===== src/rtl/symbol_packer_if.sv =====
// Stream bundle between the narrow symbol source and the wide-beat consumer of symbol_packer.
// The master side drives symbols in and accepts wide beats; the slave side is the packer.
interface symbol_packer_if #(
  parameter int BITS_PER_SYMBOL = 20,
  parameter int OUT_SYMBOLS     = 4,
  parameter int EMPTY_WIDTH     = $clog2(OUT_SYMBOLS)
);
  logic                                 in_valid;
  logic                                 in_ready;
  logic [BITS_PER_SYMBOL-1:0]           in_data;
  logic                                 in_sop;
  logic                                 in_eop;
  logic                                 out_valid;
  logic                                 out_ready;
  logic [BITS_PER_SYMBOL*OUT_SYMBOLS-1:0] out_data;
  logic                                 out_sop;
  logic                                 out_eop;
  logic [EMPTY_WIDTH-1:0]               out_empty;
  logic [31:0]                          pkt_cnt;
  logic [15:0]                          err_cnt;

  modport master (
    output in_valid, in_data, in_sop, in_eop, out_ready,
    input  in_ready, out_valid, out_data, out_sop, out_eop, out_empty, pkt_cnt, err_cnt
  );

  modport slave (
    input  in_valid, in_data, in_sop, in_eop, out_ready,
    output in_ready, out_valid, out_data, out_sop, out_eop, out_empty, pkt_cnt, err_cnt
  );
endinterface


===== src/rtl/symbol_packer.sv =====
// Packs a one-symbol-per-beat packet stream into OUT_SYMBOLS-wide beats with aligned sop/eop/empty,
// dropping and counting symbols that break packet framing.
module symbol_packer #(
  parameter int BITS_PER_SYMBOL = 20,
  parameter int OUT_SYMBOLS     = 4,
  parameter int EMPTY_WIDTH     = $clog2(OUT_SYMBOLS)
) (
  input logic           clk,
  input logic           rst,
  symbol_packer_if.slave bus
);
  localparam int W = BITS_PER_SYMBOL;
  localparam int N = OUT_SYMBOLS;
  localparam logic [EMPTY_WIDTH-1:0] LAST = EMPTY_WIDTH'(N - 1);

  typedef enum logic {IDLE, PKT} state_e;

  state_e                 state_q;
  logic [EMPTY_WIDTH-1:0] cnt_q;
  logic                   first_q;
  logic [W-1:0]           acc_q [N-1];
  logic                   out_valid_q;
  logic                   out_sop_q;
  logic                   out_eop_q;
  logic [W*N-1:0]         out_data_q;
  logic [EMPTY_WIDTH-1:0] out_empty_q;
  logic [31:0]            pkt_cnt_q;
  logic [15:0]            err_cnt_q;

  logic                   in_rdy;
  logic                   in_fire;
  logic                   out_fire;
  logic                   start;
  logic                   cont;
  logic                   err_ev;
  logic                   complete;
  logic [EMPTY_WIDTH-1:0] lane;
  logic [W*N-1:0]         out_data_d;
  logic [EMPTY_WIDTH-1:0] out_empty_d;
  logic                   out_sop_d;

  // A sop symbol always restarts the packet; in PKT that means the open packet lost its eop.
  always_comb begin
    in_rdy      = !out_valid_q || bus.out_ready;
    in_fire     = bus.in_valid && in_rdy;
    out_fire    = out_valid_q && bus.out_ready;
    start       = in_fire && bus.in_sop;
    cont        = in_fire && !bus.in_sop && (state_q == PKT);
    err_ev      = (in_fire && !bus.in_sop && (state_q == IDLE)) || (start && (state_q == PKT));
    lane        = start ? '0 : cnt_q;
    complete    = (start && bus.in_eop) || (cont && (bus.in_eop || (cnt_q == LAST)));
    out_sop_d   = start || first_q;
    out_empty_d = bus.in_eop ? (LAST - lane) : '0;
    out_data_d  = '0;
    for (int i = 0; i < N - 1; i++) begin
      if (i < int'(lane)) out_data_d[(N-1-i)*W +: W] = acc_q[i];
    end
    out_data_d[(N-1-int'(lane))*W +: W] = bus.in_data;
  end

  always_ff @(posedge clk) begin
    if (rst) begin
      state_q     <= IDLE;
      cnt_q       <= '0;
      first_q     <= 1'b0;
      for (int i = 0; i < N - 1; i++) acc_q[i] <= '0;
      out_valid_q <= 1'b0;
      out_sop_q   <= 1'b0;
      out_eop_q   <= 1'b0;
      out_data_q  <= '0;
      out_empty_q <= '0;
      pkt_cnt_q   <= '0;
      err_cnt_q   <= '0;
    end else begin
      if ((start || cont) && (lane != LAST)) acc_q[lane] <= bus.in_data;

      case (state_q)
        IDLE: if (start) state_q <= bus.in_eop ? IDLE : PKT;
        PKT: begin
          if (start)                    state_q <= bus.in_eop ? IDLE : PKT;
          else if (cont && bus.in_eop)  state_q <= IDLE;
        end
      endcase

      if (complete)   cnt_q <= '0;
      else if (start) cnt_q <= EMPTY_WIDTH'(1);
      else if (cont)  cnt_q <= cnt_q + 1'b1;

      if (complete)   first_q <= 1'b0;
      else if (start) first_q <= 1'b1;

      // Completion may coincide with the downstream taking the previous beat.
      if (complete) begin
        out_valid_q <= 1'b1;
        out_data_q  <= out_data_d;
        out_sop_q   <= out_sop_d;
        out_eop_q   <= bus.in_eop;
        out_empty_q <= out_empty_d;
      end else if (out_fire) begin
        out_valid_q <= 1'b0;
      end

      if (out_fire && out_eop_q) pkt_cnt_q <= pkt_cnt_q + 32'd1;
      if (err_ev && (err_cnt_q != 16'hFFFF)) err_cnt_q <= err_cnt_q + 16'd1;
    end
  end

  assign bus.in_ready  = in_rdy;
  assign bus.out_valid = out_valid_q;
  assign bus.out_data  = out_data_q;
  assign bus.out_sop   = out_sop_q;
  assign bus.out_eop   = out_eop_q;
  assign bus.out_empty = out_empty_q;
  assign bus.pkt_cnt   = pkt_cnt_q;
  assign bus.err_cnt   = err_cnt_q;
endmodule


===== src/flat_wrapper.sv =====
// flat-port wrapper written by rule: the top's interface ports become plain ports
module symbol_packer_flat 
#(
  parameter int BITS_PER_SYMBOL = 20,
  parameter int OUT_SYMBOLS     = 4,
  parameter int EMPTY_WIDTH     = $clog2(OUT_SYMBOLS)
)
  (clk, rst, bus_in_valid, bus_in_data, bus_in_sop, bus_in_eop, bus_out_ready, bus_in_ready, bus_out_valid, bus_out_data, bus_out_sop, bus_out_eop, bus_out_empty, bus_pkt_cnt, bus_err_cnt);
  symbol_packer_if #(.BITS_PER_SYMBOL(BITS_PER_SYMBOL), .OUT_SYMBOLS(OUT_SYMBOLS), .EMPTY_WIDTH(EMPTY_WIDTH)) bus_i ();
  input logic clk;
  input logic rst;
  input wire logic [$bits(bus_i.in_valid)-1:0] bus_in_valid;
  input wire logic [$bits(bus_i.in_data)-1:0] bus_in_data;
  input wire logic [$bits(bus_i.in_sop)-1:0] bus_in_sop;
  input wire logic [$bits(bus_i.in_eop)-1:0] bus_in_eop;
  input wire logic [$bits(bus_i.out_ready)-1:0] bus_out_ready;
  output wire logic [$bits(bus_i.in_ready)-1:0] bus_in_ready;
  output wire logic [$bits(bus_i.out_valid)-1:0] bus_out_valid;
  output wire logic [$bits(bus_i.out_data)-1:0] bus_out_data;
  output wire logic [$bits(bus_i.out_sop)-1:0] bus_out_sop;
  output wire logic [$bits(bus_i.out_eop)-1:0] bus_out_eop;
  output wire logic [$bits(bus_i.out_empty)-1:0] bus_out_empty;
  output wire logic [$bits(bus_i.pkt_cnt)-1:0] bus_pkt_cnt;
  output wire logic [$bits(bus_i.err_cnt)-1:0] bus_err_cnt;
  assign bus_i.in_valid = bus_in_valid;
  assign bus_i.in_data = bus_in_data;
  assign bus_i.in_sop = bus_in_sop;
  assign bus_i.in_eop = bus_in_eop;
  assign bus_i.out_ready = bus_out_ready;
  assign bus_in_ready = bus_i.in_ready;
  assign bus_out_valid = bus_i.out_valid;
  assign bus_out_data = bus_i.out_data;
  assign bus_out_sop = bus_i.out_sop;
  assign bus_out_eop = bus_i.out_eop;
  assign bus_out_empty = bus_i.out_empty;
  assign bus_pkt_cnt = bus_i.pkt_cnt;
  assign bus_err_cnt = bus_i.err_cnt;
  symbol_packer #(.BITS_PER_SYMBOL(BITS_PER_SYMBOL), .OUT_SYMBOLS(OUT_SYMBOLS), .EMPTY_WIDTH(EMPTY_WIDTH)) u_core (.clk(clk), .rst(rst), .bus(bus_i));
endmodule

===== config.mk =====
export PLATFORM = sky130hd
export DESIGN_NAME = symbol_packer_flat
export DESIGN_NICKNAME = d
export VERILOG_FILES = /design/src/rtl/symbol_packer_if.sv /design/src/rtl/symbol_packer.sv /design/src/flat_wrapper.sv
export SDC_FILE = /design/constraint.sdc
export NUM_CORES = 1
export LEC_CHECK = 0
export CORE_UTILIZATION = 54
export DETAILED_ROUTE_END_ITERATION = 10
export PLACE_DENSITY = 0.79
export SYNTH_ARGS = -nofsm -noshare
export SYNTH_HDL_FRONTEND = slang
export SYNTH_SLANG_ARGS = --single-unit

===== constraint.sdc =====
create_clock -name clk -period 4 [get_ports clk]
set_input_delay 1.2 -clock clk [delete_from_list [all_inputs] [get_ports clk]]
set_output_delay 1.2 -clock clk [all_outputs]
set_load 0.01 [all_outputs]

==> results.cfg <==
[outcome]
outcome = complete, no violations

[sta]
period_needed_ns = 3.817
whs_ns = 0.4566
worst_pin_slew_ns = 1.272
setup_viol = 0
max-slew-margin-rel_pct = 14.87
fin_ws_ns = 0.1835
hold_violations = 0
rsz0062_at_grt = false
min_period_over_period_pct = 95.41
tns_ns = 0
drv_slew = 0
skew_ns = 0.008597
clock.fmax_mhz = 262.0

[synth]
ys_ff_latch = 197
syn_avg_cell_area_um2 = 9.462
synth_flop_cell = dfxtp_1
synth_cell_types = 71
syn_inst = 1016
synth_edf_count = 60
yosys_warnings = 0
synth_area_um2 = 9613
synth_nets = 1053
async_reset_ff_share_pct = 0
yosysSeqAreaShare_pct = 47.27

[worst_setup_path]
critical_path_class = in2out
cp_common_cell = clkdlybuf4s50_1
crit_chain = clkdlybuf4s50_1 -> nor2b_4 -> buf_4 -> inv_1 -> clkdlybuf4s50_1
critPathArrivalTime_ns = 2.62
r2r_cells = 8
cp_max_fo = 5
cp.required_ns = 2.80
crit_path_end_kind = output pin
max_stage_delay_ns = 0.56
cp-start-kind = primary input
cp_slowest_cell = clkdlybuf4s50_1

[drt]
wire_per_inst_um = 21.70
drt-pass1-iter-count = 6
num_vias = 9189
wl_mm = 31.19
vias_per_cell = 6.395
first_iter_violations = 1153
ant_nets = 0
drcViolationCount = 0

[power_and_ir_drop]
peakVddDrop_mv = 0.3243
p_total_uw = 4435
p_per_area_nw_per_um2 = 357.5
leakagePower_uw = 0.004524

[cts]
ctsResizeCount = 0
cts_buffer_depth = 2
clk_latency_ns = 0.45
cts.sinks = 197
cts_tree = done
post_cts_buffers = 0
cts-root-buf = clkbuf_16
cts_inserted_buffers = 17
clkSlewWorstSetupHoldPaths_ns = 0.07
ctsHoldBuffers = 0
htree_levels = 4

[run]
cap_violations = 0

[grt]
gr-total-overflow = 0
grt_use_total_pct = 34.77
grt_pass1_wl_mm = 48.08
grt_start_max_net_pins = 59
grt_antenna_before_repair = 1
grt_pass1_vias = 8737

[placement]
post-place-ws_ns = -0.01290
io_buffers = 159
place_inst = 1403
hpwl_mm = 21.36
gp_congestion = 0.9540

[final_layout]
layout-drive-gt1-share_pct = 12.48
nets = 1234
synthToLayoutAreaGrowth_pct = 29.02
fin_cells = 1437
fill_cells = 1316

[floorplanning]
boundaryPins = 160
fp.dieW_um = 135.4
fp-row-count = 48
die_h_um = 135.4
initial_utilization_pct = 55.38
core_um2 = 17360
die-area_um2 = 18340

[min_path]
hold_path_depth = 2
min_path_type = reg2reg
final timing paths:
path	startpoint	endpoint	slack (ns)
worst max-delay path	bus_out_ready	bus_in_ready	0.18
worst min-delay path	u_core.bus.out_data[19]	u_core.bus.out_data[19]	0.46
worst max register to register	u_core.cnt_q[0]	u_core.bus.out_data[76]	1.21
worst min register to register	u_core.bus.out_data[19]	u_core.bus.out_data[19]	0.46
cells in the mapped netlist (5+ instances only):
master,n,area [µm²]
a211o_1,7,61.31
a211oi_1,16,120.1
a21oi_1,43,215.2
a221o_1,7,70.07
a221oi_1,37,324.1
a22oi_1,7,52.55
a31oi_1,11,68.82
and2_1,65,406.6
and3_1,14,87.58
buf_1,7,26.28
buf_2,14,70.07
clkbuf_1,53,198.9
dfxtp_1,137,2743
edfxtp_1,60,1802
ha_1,11,137.6
inv_1,10,37.54
mux2_2,8,90.09
mux2i_1,21,210.2
nand2_1,64,240.2
nand2b_1,9,56.30
nand3_1,38,190.2
nand4_1,18,112.6
nor2_1,109,409.1
nor2b_1,13,81.33
nor3_1,40,200.2
nor4_1,10,62.56
o211ai_1,13,97.59
o21a_1,5,37.54
o21ai_0,34,170.2
or3_1,6,37.54
or4_1,7,52.55
xnor2_1,11,96.34
xor2_1,28,245.2
sequential cells by signal, summed over array words and instances (netlist names):
signal / cells
u_core.bus.out_data: 80
u_core.bus.out_sop: 1
u_core.bus.out_empty: 2
u_core.bus.pkt_cnt: 32
u_core.bus.out_eop: 1
u_core.acc_q: 60
u_core.bus.out_valid: 1
u_core.first_q: 1
u_core.cnt_q: 2
u_core.state_q: 1
u_core.bus.err_cnt: 16
power by group:
part	switching [µW]	total, µW	internal, µW
clock network	806	1670	861
registers	43.2	2170	2120
logic	352	601	249
per-layer routing:
layer	vias up	routed length [µm]	track usage, %
met4	0	1475	19.29
li1	4096	-	-
met2	613	14110	55.19
met3	117	3522	6.622
met5	-	0	0
met1	4363	12080	44.59
layout by cell type (no fill, tap or decap), types with 6 or more instances in the layout:
master           count
ha_1                11
a21oi_1             43
nand2b_1             9
mux2i_1             21
xnor2_1             11
a221oi_1            37
a221o_1              7
a211o_1              7
and2_1              65
inv_1               10
mux2_2               8
xor2_1              28
buf_4               80
edfxtp_1            60
nand2_1             64
dfxtp_1            137
nor3_1              40
clkbuf_16           18
a31oi_1             11
clkdlybuf4s50_1    158
a211oi_1            16
o211ai_1            13
nand4_1             18
nor4_1              10
nor2_1             109
nor2b_1             13
or4_1                7
a22oi_1              7
and3_1              14
o21ai_0             34
or3_1                6
nand3_1             38
metrics by stage:
| stage | util [%] | instance area, µm² |
|---|---|---|
| after global placement | 68.19 | 11840 |
| after global routing | 71.43 | 12400 |
| after detailed placement | 68.19 | 11840 |
| final | 71.46 | 12400 |
| after floorplan | - | 9613 |
| after CTS | 71.43 | 12400 |
area by class of cell:
| class | instances | area [µm²] | share of cell area (%) |
|---|---|---|---|
| Sequential cell | 197 | 4544 | 36.64 |
| Tap cell | 225 | 281.5 | 2.270 |
| Clock buffer | 21 | 471.7 | 3.803 |
| Clock inverter | 11 | 91.34 | 0.7364 |
| Antenna cell | 2 | 5.005 | 0.04035 |
| Inverter | 12 | 47.55 | 0.3833 |
| Multi-Input combinational cell | 726 | 4679 | 37.73 |
| Timing Repair Buffer | 243 | 2282 | 18.40 |
critical path: cells and delay by family:
| kind | cells | cell delay [ns] |
|---|---|---|
| buffers and inverters | 4 | 1.33 |
| AND/OR/NAND/NOR | 1 | 0.08 |
cells by family after synthesis:
group | Yosys count | synth area share [%]
AND/OR/NAND/NOR | 414 | 22.27
AO/OA/AOI/OAI | 226 | 16.70
flip-flops | 197 | 47.27
buffers and inverters | 93 | 4.243
XOR/XNOR | 39 | 3.553
multiplexers | 36 | 4.530
adder cells (fa/ha/maj) | 11 | 1.432
(Power assumes the default switching activity.)
